### src/rtl/inta_sequencer_if.sv
// Signal bundle between the 8259 PIC / CPU core and the INTA acknowledge sequencer.
interface inta_sequencer_if;
  logic       int_req;
  logic       if_en;
  logic [7:0] data_in;
  logic       inta_n;
  logic       lock_n;
  logic [7:0] vec;
  logic       vec_valid;
  logic       vec_ready;
  logic       busy;

  modport master (
    output int_req, if_en, data_in, vec_ready,
    input  inta_n, lock_n, vec, vec_valid, busy
  );

  modport slave (
    input  int_req, if_en, data_in, vec_ready,
    output inta_n, lock_n, vec, vec_valid, busy
  );
endinterface

### src/rtl/inta_sequencer.sv
// CPU-side 8259 acknowledge sequencer: two INTA_n pulses, vector capture, valid/ready delivery.
// Optional bus lock during the pulses is enabled by defining INTA_LOCK_EN.
module inta_sequencer #(
  parameter int unsigned PULSE_W = 2,
  parameter int unsigned GAP_W   = 2
) (
  input  logic            clk,
  input  logic            rst_n,
  inta_sequencer_if.slave bus
);
  localparam int unsigned MAX_W = (PULSE_W > GAP_W) ? PULSE_W : GAP_W;
  localparam int unsigned CW    = $clog2(MAX_W) + 1;
  localparam logic [CW-1:0] PULSE_LD = CW'(PULSE_W - 1);
  localparam logic [CW-1:0] GAP_LD   = CW'(GAP_W - 1);

  typedef enum logic [2:0] {
    IDLE,
    PULSE1,
    GAP,
    PULSE2,
    DELIVER
  } state_t;

  state_t        state, state_d;
  logic [CW-1:0] cnt, cnt_d;
  logic          vec_load;
  logic          inta_n_q, inta_n_d;
  logic          lock_n_q, lock_n_d;
  logic          busy_q, busy_d;
  logic          vec_valid_q, vec_valid_d;
  logic [7:0]    vec_q;

  always_comb begin
    state_d  = state;
    cnt_d    = cnt;
    vec_load = 1'b0;
    case (state)
      IDLE: begin
        if (bus.int_req && bus.if_en) begin
          state_d = PULSE1;
          cnt_d   = PULSE_LD;
        end
      end
      PULSE1: begin
        if (cnt == '0) begin
          state_d = GAP;
          cnt_d   = GAP_LD;
        end else begin
          cnt_d = cnt - CW'(1);
        end
      end
      GAP: begin
        if (cnt == '0) begin
          state_d = PULSE2;
          cnt_d   = PULSE_LD;
        end else begin
          cnt_d = cnt - CW'(1);
        end
      end
      PULSE2: begin
        if (cnt == '0) begin
          state_d  = DELIVER;
          cnt_d    = '0;
          vec_load = 1'b1;
        end else begin
          cnt_d = cnt - CW'(1);
        end
      end
      DELIVER: begin
        if (bus.vec_ready) begin
          state_d = IDLE;
        end
      end
      default: begin
        state_d = IDLE;
        cnt_d   = '0;
      end
    endcase
  end

  // Outputs are decoded from the next state so they are registered yet aligned with it.
  always_comb begin
    inta_n_d    = !((state_d == PULSE1) || (state_d == PULSE2));
    busy_d      = (state_d != IDLE);
    vec_valid_d = (state_d == DELIVER);
`ifdef INTA_LOCK_EN
    lock_n_d    = !((state_d == PULSE1) || (state_d == GAP) || (state_d == PULSE2));
`else
    lock_n_d    = 1'b1;
`endif
  end

  always_ff @(posedge clk or negedge rst_n) begin
    if (!rst_n) begin
      state       <= IDLE;
      cnt         <= '0;
      inta_n_q    <= 1'b1;
      lock_n_q    <= 1'b1;
      busy_q      <= 1'b0;
      vec_valid_q <= 1'b0;
      vec_q       <= '0;
    end else begin
      state       <= state_d;
      cnt         <= cnt_d;
      inta_n_q    <= inta_n_d;
      lock_n_q    <= lock_n_d;
      busy_q      <= busy_d;
      vec_valid_q <= vec_valid_d;
      if (vec_load) begin
        vec_q <= bus.data_in;
      end
    end
  end

  assign bus.inta_n    = inta_n_q;
  assign bus.lock_n    = lock_n_q;
  assign bus.busy      = busy_q;
  assign bus.vec_valid = vec_valid_q;
  assign bus.vec       = vec_q;
endmodule

### src/flat_wrapper.sv
// flat-port wrapper written by rule: the top's interface ports become plain ports
module inta_sequencer_flat 
#(
  parameter int unsigned PULSE_W = 2,
  parameter int unsigned GAP_W   = 2
)
  (clk, rst_n, bus_int_req, bus_if_en, bus_data_in, bus_vec_ready, bus_inta_n, bus_lock_n, bus_vec, bus_vec_valid, bus_busy);
  inta_sequencer_if bus_i ();
  input  logic clk;
  input  logic rst_n;
  input wire logic [$bits(bus_i.int_req)-1:0] bus_int_req;
  input wire logic [$bits(bus_i.if_en)-1:0] bus_if_en;
  input wire logic [$bits(bus_i.data_in)-1:0] bus_data_in;
  input wire logic [$bits(bus_i.vec_ready)-1:0] bus_vec_ready;
  output wire logic [$bits(bus_i.inta_n)-1:0] bus_inta_n;
  output wire logic [$bits(bus_i.lock_n)-1:0] bus_lock_n;
  output wire logic [$bits(bus_i.vec)-1:0] bus_vec;
  output wire logic [$bits(bus_i.vec_valid)-1:0] bus_vec_valid;
  output wire logic [$bits(bus_i.busy)-1:0] bus_busy;
  assign bus_i.int_req = bus_int_req;
  assign bus_i.if_en = bus_if_en;
  assign bus_i.data_in = bus_data_in;
  assign bus_i.vec_ready = bus_vec_ready;
  assign bus_inta_n = bus_i.inta_n;
  assign bus_lock_n = bus_i.lock_n;
  assign bus_vec = bus_i.vec;
  assign bus_vec_valid = bus_i.vec_valid;
  assign bus_busy = bus_i.busy;
  inta_sequencer #(.PULSE_W(PULSE_W), .GAP_W(GAP_W)) u_core (.clk(clk), .rst_n(rst_n), .bus(bus_i));
endmodule
### config.mk
export PLATFORM = sky130hd
export DESIGN_NAME = inta_sequencer_flat
export DESIGN_NICKNAME = d
export VERILOG_FILES = /design/src/rtl/inta_sequencer_if.sv /design/src/rtl/inta_sequencer.sv /design/src/flat_wrapper.sv
export SDC_FILE = /design/constraint.sdc
export NUM_CORES = 1
export LEC_CHECK = 0
export BUFFER_PORTS_ARGS = -buffer_cell sky130_fd_sc_hd__buf_2
export CORE_MARGIN = 1.5
export CORE_UTILIZATION = 40
export CTS_CLUSTER_DIAMETER = 150
export DETAILED_ROUTE_END_ITERATION = 10
export GPL_TIMING_DRIVEN = 0
export PLACE_DENSITY_LB_ADDON = 0.12
export SYNTH_ARGS = -nofsm -noshare
export SYNTH_HDL_FRONTEND = slang
export SYNTH_SLANG_ARGS = --single-unit
### constraint.sdc
create_clock -name clk -period 1.3 [get_ports clk]
set_input_delay 0.13 -clock clk [delete_from_list [all_inputs] [get_ports clk]]
set_output_delay 0.13 -clock clk [all_outputs]
set_load 0.05 [all_outputs]
; Word level (Yosys, flattened, before mapping)
; Index checks and enable logic that the tools add are counted.
[word_totals]
register_bits = 16
input_bits = 13
out_inout_bits = 12
elab_cells = 36
[classes]
add_sub_neg = 1
n_eq_ne = 8
mux = 12
bitwise_logic = 1
reduce_logical = 8
[ops]
columns = op, count
row1 = 3-bit 2-to-1 mux, 5
row2 = 3-bit one-hot mux with 5 select lines, 1
row3 = 3-bit by 2-bit == test with 1-bit output (second input constant), 3
row4 = 2-bit one-hot mux with 4 select lines, 1
row5 = 3-bit by 1-bit == test with 1-bit output (second input constant), 2
row6 = 3-bit == test (second input constant), 2
row7 = 2-bit 2-to-1 mux, 3
row8 = 3-bit logical NOT, 1
row9 = 3-bit nonzero test, 1
row10 = 2-bit logical NOT, 1
row11 = 1-bit 2-to-1 mux, 2
row12 = 2-bit by 1-bit inequality test with 1-bit output (second input constant), 1
row13 = 2-bit AND reduction, 1
row14 = 2-bit OR reduction, 1
row15 = 2-bit by 1-bit subtractor with 2-bit output (second input constant), 1
row16 = 1-bit logical AND, 1
row17 = 1-bit logical NOT, 1
row18 = 1-bit logical OR, 1
row19 = 1-bit NOT, 1

; Longest topological paths before layout
; Gate-level depths: netlist of the first run.
[logic_depth]
ltp_word = 6
depth_mapped = 4
ltp_nobuf = 3

; Worst setup path after synthesis of the first run
; Ideal clock, no wire load.
[synth_path]
path_type = register to register
startpoint = reg u_core.cnt[1]
endpoint = reg u_core.vec_q[0], in the netlist u_core.bus.vec[0]
setup_ps = 125
arrival_time_ps = 1032
required_time_ps = 1175
path_slack_ps = 143
stages_incl_launch_ff = 4
n_path_buf = 0
period_less_slack_ps = 1157
cell_sequence = dfrtp_1 nor2_2 nand4_4 mux2_2
[synth_between]
elab_chain_len = 3
[synth_rtl]
columns = item, line
row1 = start: declaration, inta_sequencer.sv:25  ; logic [CW-1:0] cnt, cnt_d;
row2 = start signal: assignment, inta_sequencer.sv:104  ; cnt <= cnt_d;
row3 = 2-bit logical NOT, inta_sequencer.sv:61  ; if (cnt == '0) begin
row4 = 1-bit 2-to-1 mux, inta_sequencer.sv:61
row5 = 1-bit 2-to-1 mux, inta_sequencer.sv:37  ; case (state)
row6 = end signal: assignment, inta_sequencer.sv:110  ; vec_q <= bus.data_in;
row7 = end: declaration, inta_sequencer.sv:31  ; logic [7:0] vec_q;
; Every way passes these cells.
; A chain may end at the register's enable or synchronous reset.

; Worst setup path in the final report of the first run
[layout_path]
startpoint = reg u_core.cnt[1]
endpoint = reg u_core.vec_q[6], in the netlist u_core.bus.vec[6]
; The elaborated chain is that of the path after synthesis.

==> results of run 1 <==
## metal layers
layer  global-route usage, %  vias to the layer above  share of wire [%]
met5                       0                        -                  0
met4                    5.45                        0               0.24
met3                    2.45                        4                7.2
met2                    20.3                       29                 45
met1                    17.7                      241                 47
li1                        -                      245                  -
## kinds of logic after synthesis
kind of cell | share of synthesized area (%)
DFF | 59.7
other | 0.557
xor gates and xnor gates | 1.30
buffers and inverters | 2.42
and+or+nand+nor | 13.9
muxes | 13.4
AOI/OAI and AO/OA | 8.74
## per-stage QoR
step | area (um2) | hold WS [ns]
global route | 890 | 0.0730
finish | 890 | 0.0746
floorplan | 673 | -0.166
detailed placement | 808 | 0.0564
CTS | 855 | 0.0671
global placement | 808 | 0.0577
## cell type report
cell class,instances,area (um2),area share [%]
Timing Repair Buffer,24,125,14.1
Buffer,2,12.5,1.41
Clock buffer,4,36.3,4.08
Inverter,1,3.75,0.422
Tap cell,16,20.0,2.25
Multi-Input combinational cell,34,287,32.2
Sequential cell,16,405,45.6
## path summary, 6_finish.rpt
kind,start,cells after the start,to
worst max-delay path,u_core.cnt[1]$_DFFE_PN0P_,3,u_core.bus.vec[6]$_DFFE_PN0P_
worst min-delay path,bus_data_in[2],2,u_core.bus.vec[2]$_DFFE_PN0P_
worst max register to register,u_core.cnt[1]$_DFFE_PN0P_,3,u_core.bus.vec[6]$_DFFE_PN0P_
worst min register to register,u_core.bus.vec[7]$_DFFE_PN0P_,1,u_core.bus.vec[7]$_DFFE_PN0P_
max in group asynchronous,rst_n,2,u_core.bus.inta_n$_DFF_PN1_
min in group asynchronous,rst_n,2,u_core.bus.vec[5]$_DFFE_PN0P_
## cells in the final DEF, fill, tap and decap left out
cell type,netlist,layout
clkbuf_8,0,1
nand4_4,1,2
nor3b_2,1,1
buf_4,1,1
a211oi_2,0,1
xnor2_1,1,1
o211a_1,1,1
nor2b_1,2,2
nor2_1,3,3
nand3b_1,1,1
nor2_4,0,1
or3_1,1,1
a41oi_1,1,1
dlygate4sd3_1,0,1
inv_2,0,1
a21oi_1,1,1
buf_2,1,24
dfrtp_2,0,3
dfrtp_1,15,12
o21ai_0,4,4
nand2_1,3,3
clkbuf_4,0,3
nor3_1,1,1
dfstp_2,1,1
conb_1,1,1
a21o_1,1,1
mux2_2,8,8
## registers in the layout (all words and copies together), names as in the netlist
name,count
u_core.cnt,2
u_core.bus.vec,8
u_core.bus.busy,1
u_core.state,3
u_core.bus.inta_n,1
u_core.bus.vec_valid,1
## timing repair
item / 4_1_cts / 5_1_grt
hold endpoints to repair: 15 / 0
hold buffers: 1 / 0
endpoints found under the setup margin: 0 / 8
gates resized for setup: 0 / 7
==> results.yml, run 1 <==
finish:
  utilization_pct: 57.7
  final_layout_size_suffix_gt1_share_pct: 58.0
  antennaDiodeCount: 0
  layoutNonFillerInstCount: 97
  nets: 95
  final.fill_count: 137
  area_delta_synth_final_pct: 32.2
clocking:
  postCtsSetupBuffers: 0
  cts-root-buf: "clkbuf_4"
  cts.clk_slew.worst_paths_ns: 0.09
  clkLatencyLatePin_ns: 0.28
  cts_buffers: 3
  cts_buffer_depth: 2
  clock_sinks: 16
  htree_levels: 1
  cts_tree: "done"
setup_path:
  slowest_stage: "dfrtp_2"
  worstPathArrival_ns: 1.38
  start_kind: "register"
  crit_chain: "nor2_4 -> nand4_4 -> mux2_2"
  worst-endpoint-required_ns: 1.47
  cp-end-kind: "register"
  setup.worst_path.class: "reg -> reg"
  crit_family: "flip-flops"
  critPathBufInv: 0
  reg2reg_slack_ns: 0.1
  critPathMaxStageDelay_ns: 0.46
  cp_max_fo: 5
detailed_routing:
  routedWlPerCell_um: 12.7
  routed_wl_mm: 1.23
  vias: 519
  dr.pass1.iters: 4
  drtAntennaViolNets: 0
  avgViaCountPerCell: 5.35
  drc: 0
  drtIter0Drc: 10
floorplan:
  initial_core_util_pct: 43.7
  die_w_um: 44.0
  core_um2: 1540
  die_h_um: 44.0
  die_area_um2: 1940
  rows: 14
  io_pins: 25
place:
  gp_congestion: 0.769
  dp_cells: 91
  dpl.hpwl_um: 857
  pre_cts_slack_ns: 0.0348
  port_buffers: 23
synthesis:
  synthTopCellsByArea: "dfrtp_1, mux2_2, dfstp_2, nand4_4, o21ai_0"
  netlist_area_um2: 673
  netlist_instances: 52
  yosysTopAreaCell: "dfrtp_1"
  synthArstFlopShare_pct: 100
  synth-seq-area-share_pct: 59.7
  yosysMostFrequentCell: "dfrtp_1"
  synth_edf_count: 0
  synth_seq_cells: 16
  yosys-top-cells-count: "dfrtp_1, mux2_2, o21ai_0, nand2_1, nor2_1"
  synthDistinctLibCells: 23
  yosys.area.top_type_share_pct: 55.8
  synth_fp_nets: 65
  synth.avg_cell_area_um2: 12.9
  yosys_warnings: 0
  synth-main-ff-cell: "dfrtp_1"
grt:
  gr-usage-all-layers_pct: 13.0
  grt_pass1_wl_mm: 1.83
  grt_antenna_before_repair: 0
  grt-ovfl-total: 0
  grt_pass1_vias: 433
  grt_max_degree: 17
sta:
  fin_tns_setup_ns: 0
  hold_violations: 0
  period_share_pct: 92.7
  slew_viol_final: 0
  min_period_ns: 1.20
  setup-violations-final: 0
  finalWorstSetupSlack_ns: 0.0952
  max_freq_mhz: 830
  finalClockSkew_ns: 0.00319
  rsz0062_at_grt: "false"
worst_hold_path:
  hold_path_class: "in -> reg"
run_status:
  outcome: "complete, no violations"
job:
  cap_violations: 0
Power of run 1 is not shown: default switching activity piles up to over one toggle a cycle in this logic, so the estimate is an artifact.
==> run 2: changes to the inputs <==
==> constraint.sdc (replaced) <==
create_clock -name clk -period 1.3 [get_ports clk]
set_input_delay 0.26 -clock clk [delete_from_list [all_inputs] [get_ports clk]]
set_output_delay 0.26 -clock clk [all_outputs]
set_load 0.05 [all_outputs]
==> results.yml, run 2 (synthesis results as in run 1) <==
grt:
  grt_antenna_before_repair: 0
  grt_max_degree: 17
  grt-ovfl-total: 0
  grt_pass1_wl_mm: 1.83
  gr-usage-all-layers_pct: 13.0
  grt_pass1_vias: 433
sta:
  fin_tns_setup_ns: 0
  setup-violations-final: 0
  finalClockSkew_ns: 0.00319
  rsz0062_at_grt: "false"
  min_period_ns: 1.24
  period_share_pct: 95.6
  slew_viol_final: 0
  max_freq_mhz: 804
  hold_violations: 0
  hold_slack_ns: 0.205
place:
  port_buffers: 23
  dpl.hpwl_um: 857
  dp_cells: 91
  gp_congestion: 0.769
setup_path:
  slowest_stage: "dfstp_2"
  cp_max_fo: 1
  start_kind: "register"
  critPathMaxStageDelay_ns: 0.52
  cp-end-kind: "primary output"
  crit_family: "flip-flops"
  critPathBufInv: 1
  worst-endpoint-required_ns: 1.04
  setup.worst_path.class: "reg -> out"
  worstPathArrival_ns: 0.98
  crit_chain: "buf_4"
clocking:
  cts_buffers: 3
  clkLatencyLatePin_ns: 0.28
  cts_buffer_depth: 2
  cts-root-buf: "clkbuf_4"
  cts.clk_slew.worst_paths_ns: 0.09
  htree_levels: 1
  clock_sinks: 16
  cts_tree: "done"
floorplan:
  rows: 14
  die_area_um2: 1940
  core_um2: 1540
  initial_core_util_pct: 43.7
  io_pins: 25
  die_h_um: 44.0
  die_w_um: 44.0
run_status:
  outcome: "complete, no violations"
finish:
  layoutNonFillerInstCount: 97
  nets: 95
  final_layout_size_suffix_gt1_share_pct: 58.0
  layout_common_cells: "buf_2, dfrtp_1, mux2_2"
  final_common_cell: "buf_2"
  final.fill_count: 136
  utilization_pct: 57.9
  largest_reg_flops: 8
  antennaDiodeCount: 0
  area_delta_synth_final_pct: 32.5
detailed_routing:
  dr.pass1.iters: 4
  drtIter0Drc: 10
  drc: 0
  avgViaCountPerCell: 5.35
  routed_wl_mm: 1.23
  drtAntennaViolNets: 0
  vias: 519
  routedWlPerCell_um: 12.7
job:
  cap_violations: 0
worst_hold_path:
  hold_path_class: "in -> reg"
-- run 2: cell types whose count changed in the layout (fill, tap and decap cells not counted) --
cell / change
buf_2: -1
buf_4: +1
-- run 2: layout make-up --
| class | count | area, um2 | area share (%) |
|---|---|---|---|
| Sequential cell | 16 | 405 | 45.4 |
| Multi-Input combinational cell | 34 | 287 | 32.1 |
| Tap cell | 16 | 20.0 | 2.24 |
| Buffer | 2 | 12.5 | 1.40 |
| Inverter | 1 | 3.75 | 0.421 |
| Clock buffer | 4 | 36.3 | 4.07 |
| Timing Repair Buffer | 24 | 128 | 14.3 |
-- run 2: path summary, 6_finish.rpt --
path | start | end | slack (ns) | depth (start not counted)
max | u_core.bus.inta_n$_DFF_PN1_ | bus_inta_n | 0.06 | 1
min | bus_data_in[2] | u_core.bus.vec[2]$_DFFE_PN0P_ | 0.20 | 2
max reg2reg | u_core.cnt[1]$_DFFE_PN0P_ | u_core.bus.vec[6]$_DFFE_PN0P_ | 0.10 | 3
min reg2reg | u_core.bus.vec[7]$_DFFE_PN0P_ | u_core.bus.vec[7]$_DFFE_PN0P_ | 0.51 | 1
max in group asynchronous | rst_n | u_core.bus.inta_n$_DFF_PN1_ | 0.58 | 2
min in group asynchronous | rst_n | u_core.bus.vec[5]$_DFFE_PN0P_ | 0.41 | 2
-- run 2: per-layer routing --
layer  track usage, %  wire length (um)  vias to the layer above
met5                0                 0                        -
met4             5.45                 3                        0
met3             2.45                90                        4
met2             20.3               556                       29
met1             17.7               581                      241
li1                 -                 -                      245
-- run 2: timing repair --
action,CTS,global route
pin swaps,0,1
gates cloned,0,1
endpoints found under the hold margin,15,0
endpoints found under the setup margin,1,8
hold buffers,1,0
setup buffers,0,0
resized for setup,1,7
-- run 2: metrics by stage --
stage / worst slack [ns] / area, um2
global placement: 0.0510 / 808
detailed placement: 0.0348 / 808
global route: 0.0167 / 892
floorplan: 0.143 / 673
CTS: 0.0147 / 857
finish: 0.0568 / 892
Power of run 2 is left out for the same reason.
==> run 3: changes to the inputs <==
- PLACE_DENSITY: default -> 0.71
- PLACE_DENSITY_LB_ADDON: 0.12 -> default
==> results.yml, run 3 (synthesis results as in run 1) <==
run_status:
  outcome: "complete, no violations"
sta:
  fin_tns_setup_ns: 0
  finalClockSkew_ns: 0.00752
  rsz0062_at_grt: "true"
  hold_violations: 0
  min_period_ns: 1.24
  finalWorstSetupSlack_ns: 0.0585
  slew_viol_final: 0
  setup-violations-final: 0
  max_freq_mhz: 806
  period_share_pct: 95.5
clocking:
  clkLatencyLatePin_ns: 0.27
  cts.clk_slew.worst_paths_ns: 0.09
  cts_tree: "done"
  cts_buffer_depth: 2
  cts-root-buf: "clkbuf_4"
  clock_sinks: 16
  htree_levels: 1
  cts_buffers: 3
finish:
  final.fill_count: 143
  layout_common_cells: "buf_2, dfrtp_1, mux2_2"
  largest_reg_flops: 8
  utilization_pct: 55.1
  final_common_cell: "buf_2"
  area_delta_synth_final_pct: 26.2
  antennaDiodeCount: 0
  nets: 94
  final_layout_size_suffix_gt1_share_pct: 53.8
place:
  dpl.hpwl_um: 804
  pre_cts_slack_ns: 0.0463
  gp_congestion: 0.766
  port_buffers: 23
setup_path:
  cp-end-kind: "register"
  cp_max_fo: 10
  slowest_stage: "dfrtp_2"
  critPathBufInv: 0
  crit_family: "flip-flops"
  setup.worst_path.class: "reg -> reg"
  worstPathArrival_ns: 1.40
  start_kind: "register"
  critPathMaxStageDelay_ns: 0.46
  crit_chain: "nor2_2 -> nand4_4 -> mux2_2"
  worst-endpoint-required_ns: 1.46
floorplan:
  die_h_um: 44.0
  core_um2: 1540
  die_area_um2: 1940
  die_w_um: 44.0
  initial_core_util_pct: 43.7
  rows: 14
  io_pins: 25
detailed_routing:
  drtAntennaViolNets: 0
  dr.pass1.iters: 2
  routed_wl_mm: 1.06
  routedWlPerCell_um: 11.0
  vias: 465
  drtIter0Drc: 1
  drc: 0
  avgViaCountPerCell: 4.84
grt:
  gr-usage-all-layers_pct: 13.0
  grt_antenna_before_repair: 0
  grt_max_degree: 17
  grt_pass1_wl_mm: 1.84
  grt_pass1_vias: 449
  grt-ovfl-total: 0
job:
  cap_violations: 0
worst_hold_path:
  hold_path_class: "in -> reg"
-- run 3: cell count changes in the layout (fill, tap and decap cells not counted), sizes merged --
cell / change
nand4: -1
-- run 3: timing repair --
item	4_1_cts	5_1_grt
resized for setup	0	5
hold buffers	1	0
hold endpoints to repair	15	0
setup buffers	0	0
endpoints found under the setup margin	0	9
-- run 3: path summary, 6_finish.rpt --
kind                                                    start  slack, ns                            end  cells past startpoint
min in group asynchronous                               rst_n       0.41  u_core.bus.vec[2]$_DFFE_PN0P_                      2
worst max register to register      u_core.cnt[0]$_DFFE_PN0P_       0.06  u_core.bus.vec[7]$_DFFE_PN0P_                      3
max in group asynchronous                               rst_n       0.58    u_core.bus.inta_n$_DFF_PN1_                      2
worst min register to register  u_core.bus.vec[7]$_DFFE_PN0P_       0.50  u_core.bus.vec[7]$_DFFE_PN0P_                      1
worst max-delay path                u_core.cnt[0]$_DFFE_PN0P_       0.06  u_core.bus.vec[7]$_DFFE_PN0P_                      3
worst min-delay path                           bus_data_in[1]       0.21  u_core.bus.vec[1]$_DFFE_PN0P_                      2
-- run 3: per-stage QoR --
stage / hold WS [ns] / area [um2] / cells
6_report: 0.208 / 850 / 96
5_1_grt: 0.188 / 850 / 96
4_1_cts: 0.203 / 845 / 96
3_5_place_dp: 0.195 / 808 / 91
3_3_place_gp: 0.187 / 808 / 91
2_1_floorplan: -0.0356 / 673 / 52
-- run 3: metal layers --
layer / GRT usage (%) / vias up / wire, um
li1: - / 239 / -
met1: 16.9 / 213 / 515
met2: 20.3 / 11 / 487
met3: 3.67 / 2 / 35
met4: 5.45 / 0 / 20
met5: 0 / - / 0
-- run 3: layout make-up --
type	count	area (um2)	area share (%)
flip-flops and latches	16	404	47.6
well taps	16	20.0	2.36
multi-input cells	33	255	30.0
plain buffers	2	12.5	1.47
repair buffers	24	128	15.0
clock buffers	4	26.3	3.09
inverters	1	3.75	0.442
Power of run 3 is left out for the same reason.
